$ cat src/rtl/div_pkg.sv
// div_pkg: shared width, FSM state type and divide-by-zero quotient constant for the iterative divider.
package div_pkg;
  localparam int XLEN_DEF = 32;
  typedef enum logic [1:0] {IDLE, BUSY, DONE} div_state_e;
  localparam logic [XLEN_DEF-1:0] DIV0_QUOT = '1;
endpackage

$ cat src/rtl/div_step.sv
// div_step: one restoring-division step; the quotient bit is the carry-out of rem_shifted + ~divisor + 1.
module div_step
  import div_pkg::*;
#(
  parameter int XLEN = XLEN_DEF
) (
  input  logic [XLEN:0]   i_rem_shifted,
  input  logic [XLEN-1:0] i_divisor,
  output logic [XLEN-1:0] o_next_rem,
  output logic            o_q_bit
);
  logic [XLEN-1:0] w_diff;
  logic            w_carry;
  // The divisor's 33rd bit is zero, so the widened carry reduces to the top bit OR the 32-bit carry.
  assign {w_carry, w_diff} = {1'b0, i_rem_shifted[XLEN-1:0]} + {1'b0, ~i_divisor} + (XLEN+1)'(1);
  assign o_q_bit    = i_rem_shifted[XLEN] | w_carry;
  assign o_next_rem = o_q_bit ? w_diff : i_rem_shifted[XLEN-1:0];
endmodule

$ cat src/rtl/alu_div_seq.sv
// alu_div_seq: multi-cycle restoring divider for DIV/DIVU/REM/REMU, one quotient bit per cycle.
module alu_div_seq
  import div_pkg::*;
#(
  parameter int XLEN = XLEN_DEF
) (
  input  logic            i_clk,
  input  logic            i_rst,
  input  logic            i_start,
  input  logic            i_flush,
  input  logic            i_signed,
  input  logic [XLEN-1:0] i_dividend,
  input  logic [XLEN-1:0] i_divisor,
  output logic            o_busy,
  output logic            o_valid,
  output logic [XLEN-1:0] o_quotient,
  output logic [XLEN-1:0] o_remainder
);
  localparam int CW = $clog2(XLEN);
  div_state_e      r_state, w_next;
  logic [CW-1:0]   r_cnt;
  logic [XLEN-1:0] r_q, r_rem, r_b, w_next_rem, w_a_mag, w_b_mag;
  logic            r_neg_q, r_neg_r, w_q_bit, w_accept, w_div0, w_a_neg, w_b_neg;
  assign w_a_neg  = i_signed & i_dividend[XLEN-1];
  assign w_b_neg  = i_signed & i_divisor[XLEN-1];
  assign w_a_mag  = w_a_neg ? -i_dividend : i_dividend;
  assign w_b_mag  = w_b_neg ? -i_divisor : i_divisor;
  assign w_accept = (r_state == IDLE) & i_start & ~i_flush;
  assign w_div0   = i_divisor == '0;
  assign o_busy   = (r_state != IDLE) | o_valid;
  // r_q starts as the dividend magnitude and shifts quotient bits in as dividend bits shift out.
  div_step #(.XLEN(XLEN)) u_step (
    .i_rem_shifted({r_rem, r_q[XLEN-1]}),
    .i_divisor    (r_b),
    .o_next_rem   (w_next_rem),
    .o_q_bit      (w_q_bit)
  );
  always_comb begin
    w_next = IDLE;
    if (r_state == IDLE)
      w_next = !w_accept ? IDLE : (w_div0 ? DONE : BUSY);
    else if (r_state == BUSY)
      w_next = i_flush ? IDLE : (r_cnt == '0 ? DONE : BUSY);
  end
  always_ff @(posedge i_clk) begin
    if (i_rst) begin
      r_state     <= IDLE;
      r_cnt       <= '0;
      r_q         <= '0;
      r_rem       <= '0;
      r_b         <= '0;
      r_neg_q     <= 1'b0;
      r_neg_r     <= 1'b0;
      o_valid     <= 1'b0;
      o_quotient  <= '0;
      o_remainder <= '0;
    end else begin
      r_state <= w_next;
      o_valid <= (r_state == DONE) & ~i_flush;
      if (w_accept) begin
        r_cnt   <= CW'(XLEN-1);
        r_b     <= w_b_mag;
        // Divide by zero preloads the architectural result so DONE needs no special case.
        r_q     <= w_div0 ? DIV0_QUOT : w_a_mag;
        r_rem   <= w_div0 ? i_dividend : '0;
        r_neg_q <= ~w_div0 & (w_a_neg ^ w_b_neg);
        r_neg_r <= ~w_div0 & w_a_neg;
      end else if (r_state == BUSY && !i_flush) begin
        r_rem <= w_next_rem;
        r_q   <= {r_q[XLEN-2:0], w_q_bit};
        r_cnt <= r_cnt - 1'b1;
      end else if (r_state == DONE && !i_flush) begin
        o_quotient  <= r_neg_q ? -r_q : r_q;
        o_remainder <= r_neg_r ? -r_rem : r_rem;
      end
    end
  end
endmodule

$ cat config.mk
export PLATFORM = sky130hd
export DESIGN_NAME = alu_div_seq
export DESIGN_NICKNAME = d
export VERILOG_FILES = /design/src/rtl/div_pkg.sv /design/src/rtl/div_step.sv /design/src/rtl/alu_div_seq.sv
export SDC_FILE = /design/constraint.sdc
export NUM_CORES = 1
export LEC_CHECK = 0
export BUFFER_PORTS_ARGS = -buffer_cell sky130_fd_sc_hd__clkbuf_2
export CORE_MARGIN = 2
export CORE_UTILIZATION = 24
export CTS_CLUSTER_SIZE = 24
export DETAILED_ROUTE_END_ITERATION = 8
export GPL_ROUTABILITY_DRIVEN = 1
export PLACE_DENSITY = 0.46
export REMOVE_ABC_BUFFERS = 1
export SLEW_MARGIN = 15
export SYNTH_ARGS = -nofsm -noshare
export SYNTH_HDL_FRONTEND = slang
export SYNTH_SLANG_ARGS = --single-unit
$ cat constraint.sdc
create_clock -name i_clk -period 6.7 [get_ports i_clk]
set_input_delay 1.005 -clock i_clk [delete_from_list [all_inputs] [get_ports i_clk]]
set_output_delay 1.005 -clock i_clk [all_outputs]
set_load 0.05 [all_outputs]
# Word level (Yosys, flattened, before mapping)
# Cells that the tools add are included.
# word_totals
in_bits	69
register_bits	170
wordCells	62
# op_classes
addsub	7
n_reduce_logical	9
eq_ne	2
muxes	19
bitwise	15
# ops
cell	count
32-bit 2-to-1 mux	11
32-bit negation	4
32-bit by 32-bit adder with 33-bit output	1
33-bit by 1-bit adder with 33-bit output, second input constant	1
32-bit zero test	1
32-bit NOT	1
2-bit 2-to-1 mux	6
5-bit 2-to-1 mux	2
1-bit AND	7
5-bit zero test	1
5-bit by 1-bit subtractor with 5-bit output, second input constant	1
1-bit NOT	4
2-bit nonzero test	2
3-bit AND reduction	1
2-bit by 1-bit == test with 1-bit output, second input constant	1
2-bit == test, second input constant	1
1-bit logical AND	2
2-bit zero test	1
1-bit bitwise OR	2
1-bit zero test	1
1-bit bitwise XOR	1

# Depth between registers and ports, before layout
# logic_depth
depth_word	7
ltp_mapped	13
mapped_depth_nobuf	12

# Hierarchy
# A second synthesis with hierarchy kept.
# unflattened
cells_unflattened	1428
hier_area_um2	10980.5
# by_module_without_submodules
mod	cells_per_inst	area_each_um2	instances
alu_div_seq	1094	8869.8	1
div_step	334	2110.8	1

# Worst setup path before layout
# OpenSTA, ideal clock, no wires.
# synth_timing
path_kind	in2reg
start	input i_divisor[18]
end	register r_rem[0]
setup_slack_ns	3.352
setup_ns	0.095
n_path_buf	3
arrival_ns	3.253
cell_stages	10
cell_sequence	or4_1 -> or3_1 -> nor3_1 -> and3_1 -> buf_2 -> and2_1 -> clkbuf_1 -> buf_2 -> a221oi_1 -> a221oi_1
# synth_between
elab_chain_cells	3
# synth_lines
item	line	source
from (decl)	alu_div_seq.sv:13	input logic [XLEN-1:0] i_divisor,
32-bit zero test	alu_div_seq.sv:29	assign w_div0 = i_divisor == '0;
32-bit 2-to-1 mux	alu_div_seq.sv:65	r_rem <= w_div0 ? i_dividend : '0;
32-bit 2-to-1 mux	alu_div_seq.sv:60	if (w_accept) begin
to (signal assigned)	alu_div_seq.sv:65	
to (signal assigned)	alu_div_seq.sv:69	r_rem <= w_next_rem;
to (decl)	alu_div_seq.sv:22	logic [XLEN-1:0] r_q, r_rem, r_b, w_next_rem, w_a_mag, w_b_mag;
# No other way between the ends.
# A chain may end at the register's enable or synchronous reset.

# Worst setup path in the final report
# layout_timing
start	register r_rem[24]
end	register r_rem[12]
# layout_between
elab_chain_cells	6
# layout_lines
item	line	source
32-bit by 32-bit adder with 33-bit output	div_step.sv:15	assign {w_carry, w_diff} = {1'b0, i_rem_shifted[XLEN-1:0]} + {1'b0, ~i_divisor} + (XLEN+1)'(1);
33-bit by 1-bit adder with 33-bit output	div_step.sv:15	
1-bit bitwise OR	div_step.sv:16	assign o_q_bit = i_rem_shifted[XLEN] | w_carry;
32-bit 2-to-1 mux	div_step.sv:17	assign o_next_rem = o_q_bit ? w_diff : i_rem_shifted[XLEN-1:0];
32-bit 2-to-1 mux	alu_div_seq.sv:68	end else if (r_state == BUSY && !i_flush) begin
32-bit 2-to-1 mux	alu_div_seq.sv:60	
# No other way between the ends. The select of a mux whose other input is x is not followed.

==> results by group <==
Cells and area
  – Filler Cells Inserted: 4877
  – Layout area overhead: 15.95%
  – Seq. cell area: 0.003405 mm2
  – Layout cell share with drive strength beyond 1: 13.23%
  – Footprint of the multi-input gates: 0.006794 mm2
  – Net count, final: 1569
  – Post-route insts no fill: 2073

STA
  – Peak Freq: 251.3 MHz
  – Rel. slew slack: 28.80%
  – Setup Viol. Count Final: 0
  – Final Skew: 8.270 ps
  – Hold Violations, Final: 0
  – Crit path time final: 3979 ps
  – Max-slew violations: 0
  – Setup WS post-layout: 2721 ps
  – Hold Slack: 455.3 ps
  – Tcrit/Tclk final: 59.38%
  – Least-Margin Pin Slew: 1067 ps
  – RSZ-0062 raised after global routing: false

Floorplan
  – Die ar.: 0.04667 mm2
  – Core outline area: 0.04432 mm2
  – Top Ports: 135
  – Initial Utilization: 24.35%
  – Row cnt: 77
  – Die W: 216.0 um
  – DIE HEIGHT: 216.0 um

Power and ir drop
  – Total power draw: 3.094 mW
  – Worst VDD drop: 0.1988 mV
  – Gate power share: 31.9%
  – P per Cell Area: 247.4 mW/mm2
  – Reg power frac: 37.5%
  – Switching part of the total: 37.52%
  – Leak: 4.483 nW
  – Clock share of power: 30.6%
  – Internal: 1.933 mW
  – Net Switching: 1.161 mW

Clocking
  – CTS Buf Count: 17
  – Sink Count: 170
  – Clock latency on the worst-skew pair: 450 ps
  – Root buffer cell: clkbuf_16
  – Post_cts resized: 0
  – Hold buffers post-CTS: 0
  – H-tree depth: 4
  – Clock Path Buffers: 2
  – CTS tree: yes
  – Clock slew at reported path FFs: 70 ps
  – Post-CTS Setup Inserts: 0

Placement
  – PortBufs: 134
  – DP Wirelength: 27140 um
  – Placed Cells: 2034
  – Dpl ws: 2482 ps
  – Gpl congestion: 0.8507

Worst hold path
  – Hold Path Class: reg -> reg

Worst setup path
  – Max stage delay on crit path: 820 ps
  – Required @ worst endpoint: 7060 ps
  – CP Capture Type: register
  – Critical Path Source Type: register
  – Slowest cell on crit path: nor2_2
  – CP Data Arrival Time: 4340 ps
  – CP max FO: 22
  – CP cell instances: ha_1, a21oi_1, o21ai_0, a2111oi_0, nor3_1, a211oi_1, a22oi_1, nor2_2, buf_4, nand2_1, a211oi_1
  – CP Class: reg -> reg
  – Most frequent CP cell: a211oi_1

Logic synthesis
  – Most frequent cells after synthesis: nor2_1, dfxtp_1, nand2_1
  – Count leader, synth: nor2_1
  – Synth cell types: 60
  – Post-Syn Area: 0.01079 mm2
  – Synth Area per Inst: 7.768 um2
  – Post-synthesis sequential area ratio: 31.54%
  – Yosys warnings: 0
  – EDFF count, synth: 0
  – Ys flop type: dfxtp_1
  – Cells after Synth: 1389
  – Top-area cell type share of the netlist area: 31.54%
  – Synth top area cells: dfxtp_1, a211oi_1, xor2_1, nor2_1, xnor2_1
  – Post-synthesis async set-or-reset flop share: 0%
  – Register bit total from synthesis: 170
  – Post-synth top area cell: dfxtp_1

Routing
  – Initial DRC Count: 627
  – Final wirelength: 35840 um
  – DR DRC count: 0
  – Routed len/inst: 17.29 um
  – Drt pass-1 iters: 6
  – Final ANT Viol Nets: 0
  – Vias per inst: 4.895
  – Vias: 10150

Global routing
  – Grt total ovfl: 0
  – Initial antenna violation count: 7
  – First-pass GRT wire length: 55130 um
  – Total Routing Usage GR: 15.14%
  – Largest net degree at the start of global routing: 97
  – Vias in the first global route: 9566

Outcome
  – Outcome: finished clean

Flow run
  – Max-cap viol count: 0
==> critical path, delay by kind of cell (launching register included) <==
kind | cells | cell delay, ps
AOI/OAI and AO/OA | 6 | 1580
adders and majority gates | 1 | 370
buffers and inverters | 1 | 330
DFF | 1 | 570
and+or+nand+nor | 3 | 1030
==> final cells by class <==
class,instances,area share (%)
inverters,67,2.010
diodes,7,0.1400
clock inverters,13,0.7602
clock buffers,19,3.541
flip-flops and latches,170,27.22
well taps,592,5.921
repair buffers,146,6.101
multi-input cells,1059,54.31
==> power by group through the flow <==
| stage | sequential, mW | combinational (mW) | clock [mW] |
|---|---|---|---|
| 6_report | 1.16 | 0.986 | 0.948 |
| 5_1_grt | 1.17 | 1.09 | 1.03 |
| 4_1_cts | 1.16 | 0.985 | 0.982 |
| 3_5_place_dp | 1.18 | 0.982 | 0 |
| 3_3_place_gp | 1.18 | 0.977 | 0 |
| 2_1_floorplan | 1.16 | 0.693 | 0 |
==> routing by layer <==
layer | vias to the layer above | track usage [%] | wire length, um
met3 | 48 | 2.607 | 1442
met1 | 4677 | 20.36 | 17380
met2 | 218 | 23.47 | 15970
met4 | 0 | 7.192 | 1045
met5 | - | 0 | 0
li1 | 5204 | - | -
==> placed cells by master, fill, tap and decap left out, types with 5 or more instances in the layout <==
cell type / synthesis / routed
a211oi_1: 110 / 110
a21boi_0: 5 / 5
a21o_1: 9 / 9
a21oi_1: 94 / 94
a221oi_1: 43 / 43
a311oi_1: 8 / 8
and2_1: 7 / 7
and3_1: 8 / 7
buf_4: 1 / 13
clkbuf_16: 0 / 17
clkbuf_2: 0 / 133
dfxtp_1: 170 / 169
diode_2: 0 / 7
ha_1: 38 / 38
inv_1: 67 / 67
nand2_1: 114 / 114
nand2b_1: 15 / 15
nand3_1: 14 / 14
nand4_1: 9 / 9
nor2_1: 184 / 183
nor2b_1: 6 / 6
nor3_1: 27 / 27
nor4_1: 11 / 11
o211ai_1: 7 / 7
o21ai_0: 59 / 59
o221ai_1: 17 / 17
o22ai_1: 6 / 6
o31ai_1: 31 / 31
o41ai_1: 11 / 11
or3_1: 20 / 20
or4_1: 9 / 9
xnor2_1: 62 / 62
xor2_1: 82 / 82
==> cells by family (layout without fill, tap and decap cells) <==
group	Yosys count	count (layout)	share of synthesized area (%)
compound gates	429	429	27.37
xor+xnor	144	144	11.69
fa+ha+maj	39	39	4.592
buf+inv	160	245	5.671
flops	170	170	31.54
mux	2	2	0.1856
other cells	0	7	0
simple gates	445	445	18.95
==> stage by stage <==
step	setup TNS, ps	util, %	instance area [um2]
2_1_floorplan	-105200	-	10430
3_3_place_gp	0	26.97	11950
3_5_place_dp	0	26.97	11950
4_1_cts	0	28.18	12490
5_1_grt	0	28.23	12510
6_report	0	28.23	12510
==> flip-flops by register name, indices dropped and copies added, names as in the netlist <==
name and count:
o_remainder 32, r_state 2, r_cnt 5, o_valid 1
r_neg_q 1, o_quotient 32, r_q 32, r_rem 32
r_b 32, r_neg_r 1
==> final timing paths <==
kind         cells past startpoint  slack, ps                   start                endpoint
min reg2reg                      2        460    r_b[31]$_SDFFE_PP0P_    r_b[31]$_SDFFE_PP0P_
max reg2reg                     11       2720  r_rem[24]$_SDFFE_PP0P_  r_rem[12]$_SDFFE_PP0P_
min                              2        460    r_b[31]$_SDFFE_PP0P_    r_b[31]$_SDFFE_PP0P_
max                             11       2720  r_rem[24]$_SDFFE_PP0P_  r_rem[12]$_SDFFE_PP0P_
Note: power is estimated with default switching activity, not from simulation.
